--- config.mk ---
export PLATFORM = sky130hd
export DESIGN_NAME = prog_loader
export DESIGN_NICKNAME = d
export VERILOG_FILES = /design/src/rtl/isa_pkg.sv /design/src/rtl/instr_encoder.sv /design/src/rtl/prog_loader.sv
export SDC_FILE = /design/constraint.sdc
export NUM_CORES = 1
export LEC_CHECK = 0
export ABC_CLOCK_PERIOD_IN_PS = 3900
export CORE_MARGIN = 1
export CORE_UTILIZATION = 52
export CTS_CLUSTER_SIZE = 16
export DETAILED_ROUTE_END_ITERATION = 16
export PLACE_DENSITY = 0.92
export SLEW_MARGIN = 20
export SYNTH_ARGS = -nofsm -noshare
export SYNTH_HDL_FRONTEND = slang
export SYNTH_SLANG_ARGS = --single-unit
--- constraint.sdc ---
create_clock -name clk -period 3.9 [get_ports clk]
set_input_delay 0.39 -clock clk [delete_from_list [all_inputs] [get_ports clk]]
set_output_delay 0.39 -clock clk [all_outputs]
set_load 0.05 [all_outputs]
--- src/rtl/isa_pkg.sv ---
// Shared ISA definitions for the program loader and instruction encoder.
// Contents: opcode nibbles, symbolic op enum, loader FSM states, HALT word.
package isa_pkg;

  localparam logic [3:0] OP_NOOP  = 4'h0;
  localparam logic [3:0] OP_STORE = 4'h1;
  localparam logic [3:0] OP_LOAD  = 4'h2;
  localparam logic [3:0] OP_ADD   = 4'h3;
  localparam logic [3:0] OP_SUB   = 4'h4;
  localparam logic [3:0] OP_HALT  = 4'h5;

  typedef enum logic [2:0] {
    NOOP  = 3'd0,
    STORE = 3'd1,
    LOAD  = 3'd2,
    ADD   = 3'd3,
    SUB   = 3'd4,
    HALT  = 3'd5
  } op_t;

  typedef enum logic [1:0] {
    IDLE,
    ACCEPT,
    WRITE,
    DONE
  } loader_state_t;

  localparam logic [15:0] HALT_WORD = {OP_HALT, 12'h000};

endpackage

--- src/rtl/instr_encoder.sv ---
// Combinational encoder: symbolic instruction fields -> 16-bit instruction word.
// Ports:
//   op      3-bit symbolic opcode (6 and 7 are illegal)
//   ra/rb/rd register fields, daddr data memory address
//   word    encoded instruction (illegal ops encode as NOOP)
//   illegal high when op is not a defined opcode
module instr_encoder
  import isa_pkg::*;
(
  input  logic [2:0]  op,
  input  logic [3:0]  ra,
  input  logic [3:0]  rb,
  input  logic [3:0]  rd,
  input  logic [7:0]  daddr,
  output logic [15:0] word,
  output logic        illegal
);

  always_comb begin
    word    = '0;
    illegal = 1'b0;
    case (op)
      NOOP:    word = {OP_NOOP, 12'h000};
      STORE:   word = {OP_STORE, ra, daddr};
      LOAD:    word = {OP_LOAD, daddr, rd};
      ADD:     word = {OP_ADD, ra, rb, rd};
      SUB:     word = {OP_SUB, ra, rb, rd};
      HALT:    word = HALT_WORD;
      default: illegal = 1'b1;
    endcase
  end

endmodule

--- src/rtl/prog_loader.sv ---
// Program loader: accepts symbolic instructions over valid/ready, encodes
// them and writes them sequentially into instruction memory from address 0,
// holding the processor in Init until a HALT has been written.
// Ports:
//   clk, Reset          clock / async active-high reset
//   start               begins a session (honoured in IDLE or DONE)
//   in_valid/in_ready   host handshake; in_op/in_ra/in_rb/in_rd/in_daddr fields
//   im_wr/im_addr/im_wdata  registered instruction memory write port
//   cpu_hold            holds the controller in Init
//   done                session complete
//   overflow, bad_op    sticky status flags
//   word_count          words written this session
module prog_loader
  import isa_pkg::*;
#(
  parameter int unsigned ADDR_W = 7
) (
  input  logic              clk,
  input  logic              Reset,
  input  logic              start,
  input  logic              in_valid,
  output logic              in_ready,
  input  logic [2:0]        in_op,
  input  logic [3:0]        in_ra,
  input  logic [3:0]        in_rb,
  input  logic [3:0]        in_rd,
  input  logic [7:0]        in_daddr,
  output logic              im_wr,
  output logic [ADDR_W-1:0] im_addr,
  output logic [15:0]       im_wdata,
  output logic              cpu_hold,
  output logic              done,
  output logic              overflow,
  output logic              bad_op,
  output logic [ADDR_W:0]   word_count
);

  localparam int unsigned        DEPTH   = 2 ** ADDR_W;
  localparam logic [ADDR_W:0]    FULL    = (ADDR_W + 1)'(DEPTH);
  localparam logic [ADDR_W-1:0]  PTR_ONE = ADDR_W'(1);
  localparam logic [ADDR_W:0]    CNT_ONE = (ADDR_W + 1)'(1);

  loader_state_t     state, state_nx;
  logic [ADDR_W-1:0] ptr;
  logic              halt_r;
  logic              at_last;
  logic              hs;
  logic [15:0]       enc_word;
  logic              enc_illegal;

  instr_encoder u_enc (
    .op      (in_op),
    .ra      (in_ra),
    .rb      (in_rb),
    .rd      (in_rd),
    .daddr   (in_daddr),
    .word    (enc_word),
    .illegal (enc_illegal)
  );

  always_ff @(posedge clk or posedge Reset) begin
    if (Reset) state <= IDLE;
    else       state <= state_nx;
  end

  always_comb begin
    at_last  = (ptr == '1);
    hs       = in_valid && in_ready;
    state_nx = state;
    case (state)
      IDLE, DONE: if (start) state_nx = ACCEPT;
      // The last slot is reserved for HALT, so reaching it forces a write.
      ACCEPT:     if (at_last || hs) state_nx = WRITE;
      WRITE:      state_nx = halt_r ? DONE : ACCEPT;
      default:    state_nx = IDLE;
    endcase
  end

  always_comb begin
    in_ready = (state == ACCEPT) && !at_last;
    cpu_hold = (state != DONE);
    done     = (state == DONE);
  end

  // Write port is loaded on the handshake so that im_wr/im_addr/im_wdata are
  // already registered and valid throughout the WRITE cycle.
  always_ff @(posedge clk or posedge Reset) begin
    if (Reset) begin
      ptr        <= '0;
      word_count <= '0;
      im_wr      <= 1'b0;
      im_addr    <= '0;
      im_wdata   <= '0;
      halt_r     <= 1'b0;
      overflow   <= 1'b0;
      bad_op     <= 1'b0;
    end else begin
      im_wr <= 1'b0;
      case (state)
        IDLE, DONE: begin
          if (start) begin
            ptr        <= '0;
            word_count <= '0;
            overflow   <= 1'b0;
            bad_op     <= 1'b0;
          end
        end
        ACCEPT: begin
          if (at_last) begin
            im_wr    <= 1'b1;
            im_addr  <= ptr;
            im_wdata <= HALT_WORD;
            halt_r   <= 1'b1;
            overflow <= 1'b1;
          end else if (hs) begin
            im_wr    <= 1'b1;
            im_addr  <= ptr;
            im_wdata <= enc_word;
            halt_r   <= (in_op == HALT);
            if (enc_illegal) bad_op <= 1'b1;
          end
        end
        WRITE: begin
          ptr <= ptr + PTR_ONE;
          if (word_count != FULL) word_count <= word_count + CNT_ONE;
        end
        default: ;
      endcase
    end
  end

endmodule

==> flow_summary.toml <==
[status]
outcome = "completed"

[final_layout]
syn_to_final_growth_pct = 30.2
drive_above_1_share_pct = 11.1
layout.nets = 321
antenna_cells = 0

[cts]
clock_path_buffers = 2
cts_setup_buffers = 0
clk_pin_slew_ps = 80
cts-resized-gates = 0
hold_buffers = 0
htree_levels = 2
cts_sinks = 43
cts-root-buf = "clkbuf_8"
cts_buffers = 5
cts_tree = "done"
clk-insertion-delay-late_ps = 300

[drt]
drtPass1Iterations = 4
drtIter0Drc = 152
vias = 1985
drt.antenna.violating_nets = 0
drc = 0
route.met3.wl_um = 301
met1_length_mm = 2.34
topRoutingLayerUsed = "met4"
met2_length_mm = 2.58
vias_per_cell = 5.84
wl_per_cell_um = 15.7
wirelength_mm = 5.32

[global_route]
grt_antenna_before_repair = 0
grt_max_degree = 44
track_usage_pct = 24.2
grt_pass1_vias = 1900
grt.overflow.total = 0
grt_pass1_wl_mm = 9.28

[floorplan]
pin_count = 64
core-area_um2 = 4350
die_area_um2 = 4780
die_h_um = 69.1
die_w_um = 69.1
rows = 24
initial_core_util_pct = 53.8

[hold_path]
min_from = "im_wdata[5]"
min_path_cells = 1
min_to = "im_wdata[5]"
hold_class = "reg2reg"

[yosys]
yosys-top-cells-area = "dfrtp_1 (46%), mux2_2 (6.2%), nand2_1 (4.6%)"
yosysTopAreaCell = "dfrtp_1"
synth_cells = 229
async_reset_ff_share_pct = 100
yosysWarnings = 0
synth.most_common_cell = "dfrtp_1"
synth.distinct_cells = 46
synth.avg_cell_area_um2 = 10.2
synth_top_cell_area_share_pct = 45.9
ys_seq_area_share_pct = 45.9
ys_seq_elements = 43
yosys-top-cells-count = "dfrtp_1 (43), nand2_1 (29), o21ai_0 (15)"
synth_fp_nets = 263
ys.flop_type = "dfrtp_1"
syn_area_um2 = 2340
synth-edff-count = 0

[timing]
period_needed_ps = 2720
worst_pin_slew_ps = 839
relSlewSlack_pct = 43.9
max_freq_ghz = 0.367
tns_ps = 0
setup_violations = 0
hold_violations = 0
fin_crit_sh_pct = 69.9
whs_ps = 499
fin_worst_skew_ps = 4.33
report.final.slew_viol_count = 0
rsz0062_at_grt = "false"

[setup_path]
reg2reg_to = "ptr[6]"
worstRegToRegCells = 6
critPathLaunchType = "register"
cp_max_fo = 5
endpoint_kind = "output port"
crit_arrival_ps = 2330
r2r_slack_ps = 1630
reg2reg_from = "state[0]"
required_ps = 3510
path_class = "reg2out"

[power_and_ir_drop]
irDropWorstVdd_mv = 0.493
p_leak_uw = 0.00131
power_density_nw_per_um2 = 652

[place]
gp_congestion = 0.847
io_buffers = 62
dp_hpwl_mm = 3.90

[run]
maxCapViolations = 0
where the power goes:
group / internal, uW / switching, uW
Sequential: 559 / 85.1
Combinational: 374 / 685
Clock: 128 / 160
Total: 1060 / 929
final cells by class:
class                           instances  area, um2
Clock buffer                            5       68.8
Clock inverter                          3       23.8
Fill cell                             315       1300
Inverter                                8       30.0
Multi-Input combinational cell        166       1160
Sequential cell                        43       1080
Tap cell                               52       65.1
Timing Repair Buffer                   63        628
how the worst max path moves through the flow:
stage,from,to,slack [ps]
4_1_cts,ptr[1],in_ready,1170
6_report,ptr[1],in_ready,1180
5_1_grt,ptr[1],in_ready,990
3_3_place_gp,ptr[0],in_ready,1600
2_1_floorplan,word_count[0],word_count[2],2160
3_5_place_dp,ptr[1],in_ready,1510
flip-flops by register name, summed over array words and instances (netlist names):
name	cells
im_addr	7
bad_op	1
ptr	7
im_wdata	15
im_wr	1
halt_r	1
word_count	8
overflow	1
state	2
stage by stage:
stage	total power (uW)	worst slack (ps)	utilization [%]	std cells	instance area, um2
global placement	1680	1600	67.9	332	2960
detailed placement	1700	1510	67.9	332	2960
global route	2100	995	70.1	340	3050
CTS	2000	1170	70.1	340	3050
floorplan	1410	2160	-	229	2340
finish	1990	1180	70.1	340	3050
routing by layer:
metal  track usage (%)  up-vias
met4              9.52        0
li1                  -      949
met1              34.5      957
met5                 0        -
met3              5.85       11
met2              35.6       68
critical path, cell delays in order (launching register included):
cell	delay, ps
dfrtp_1	420
ha_1	280
nand4_2	160
o21ai_0	380
inv_1	90
clkdlybuf4s50_1	710
layout by cell type, fill, tap and decap left out, types with 4 or more instances in the layout:
cell and count:
and3_1 4, a22o_1 10, nor3_1 5, clkbuf_8 5
or3_1 4, nor2_1 12, inv_1 7, a21oi_1 6
ha_1 7, a22oi_1 8, nor2b_1 4, clkdlybuf4s50_1 62
o21ai_0 15, xnor2_1 4, mux2_2 13, nand2_1 29
dfrtp_1 43, a211oi_1 4, o2bb2ai_1 4
cell families after synthesis:
family / count (synthesis) / share of synthesized area (%)
buf+inv: 20 / 4.65
mux: 17 / 8.12
fa+ha+maj: 7 / 3.74
other cells: 1 / 0.160
simple gates: 77 / 17.5
xor+xnor: 7 / 2.62
compound gates: 57 / 17.4
flops: 43 / 45.9
No activity file was read; power rests on OpenSTA's default activity.
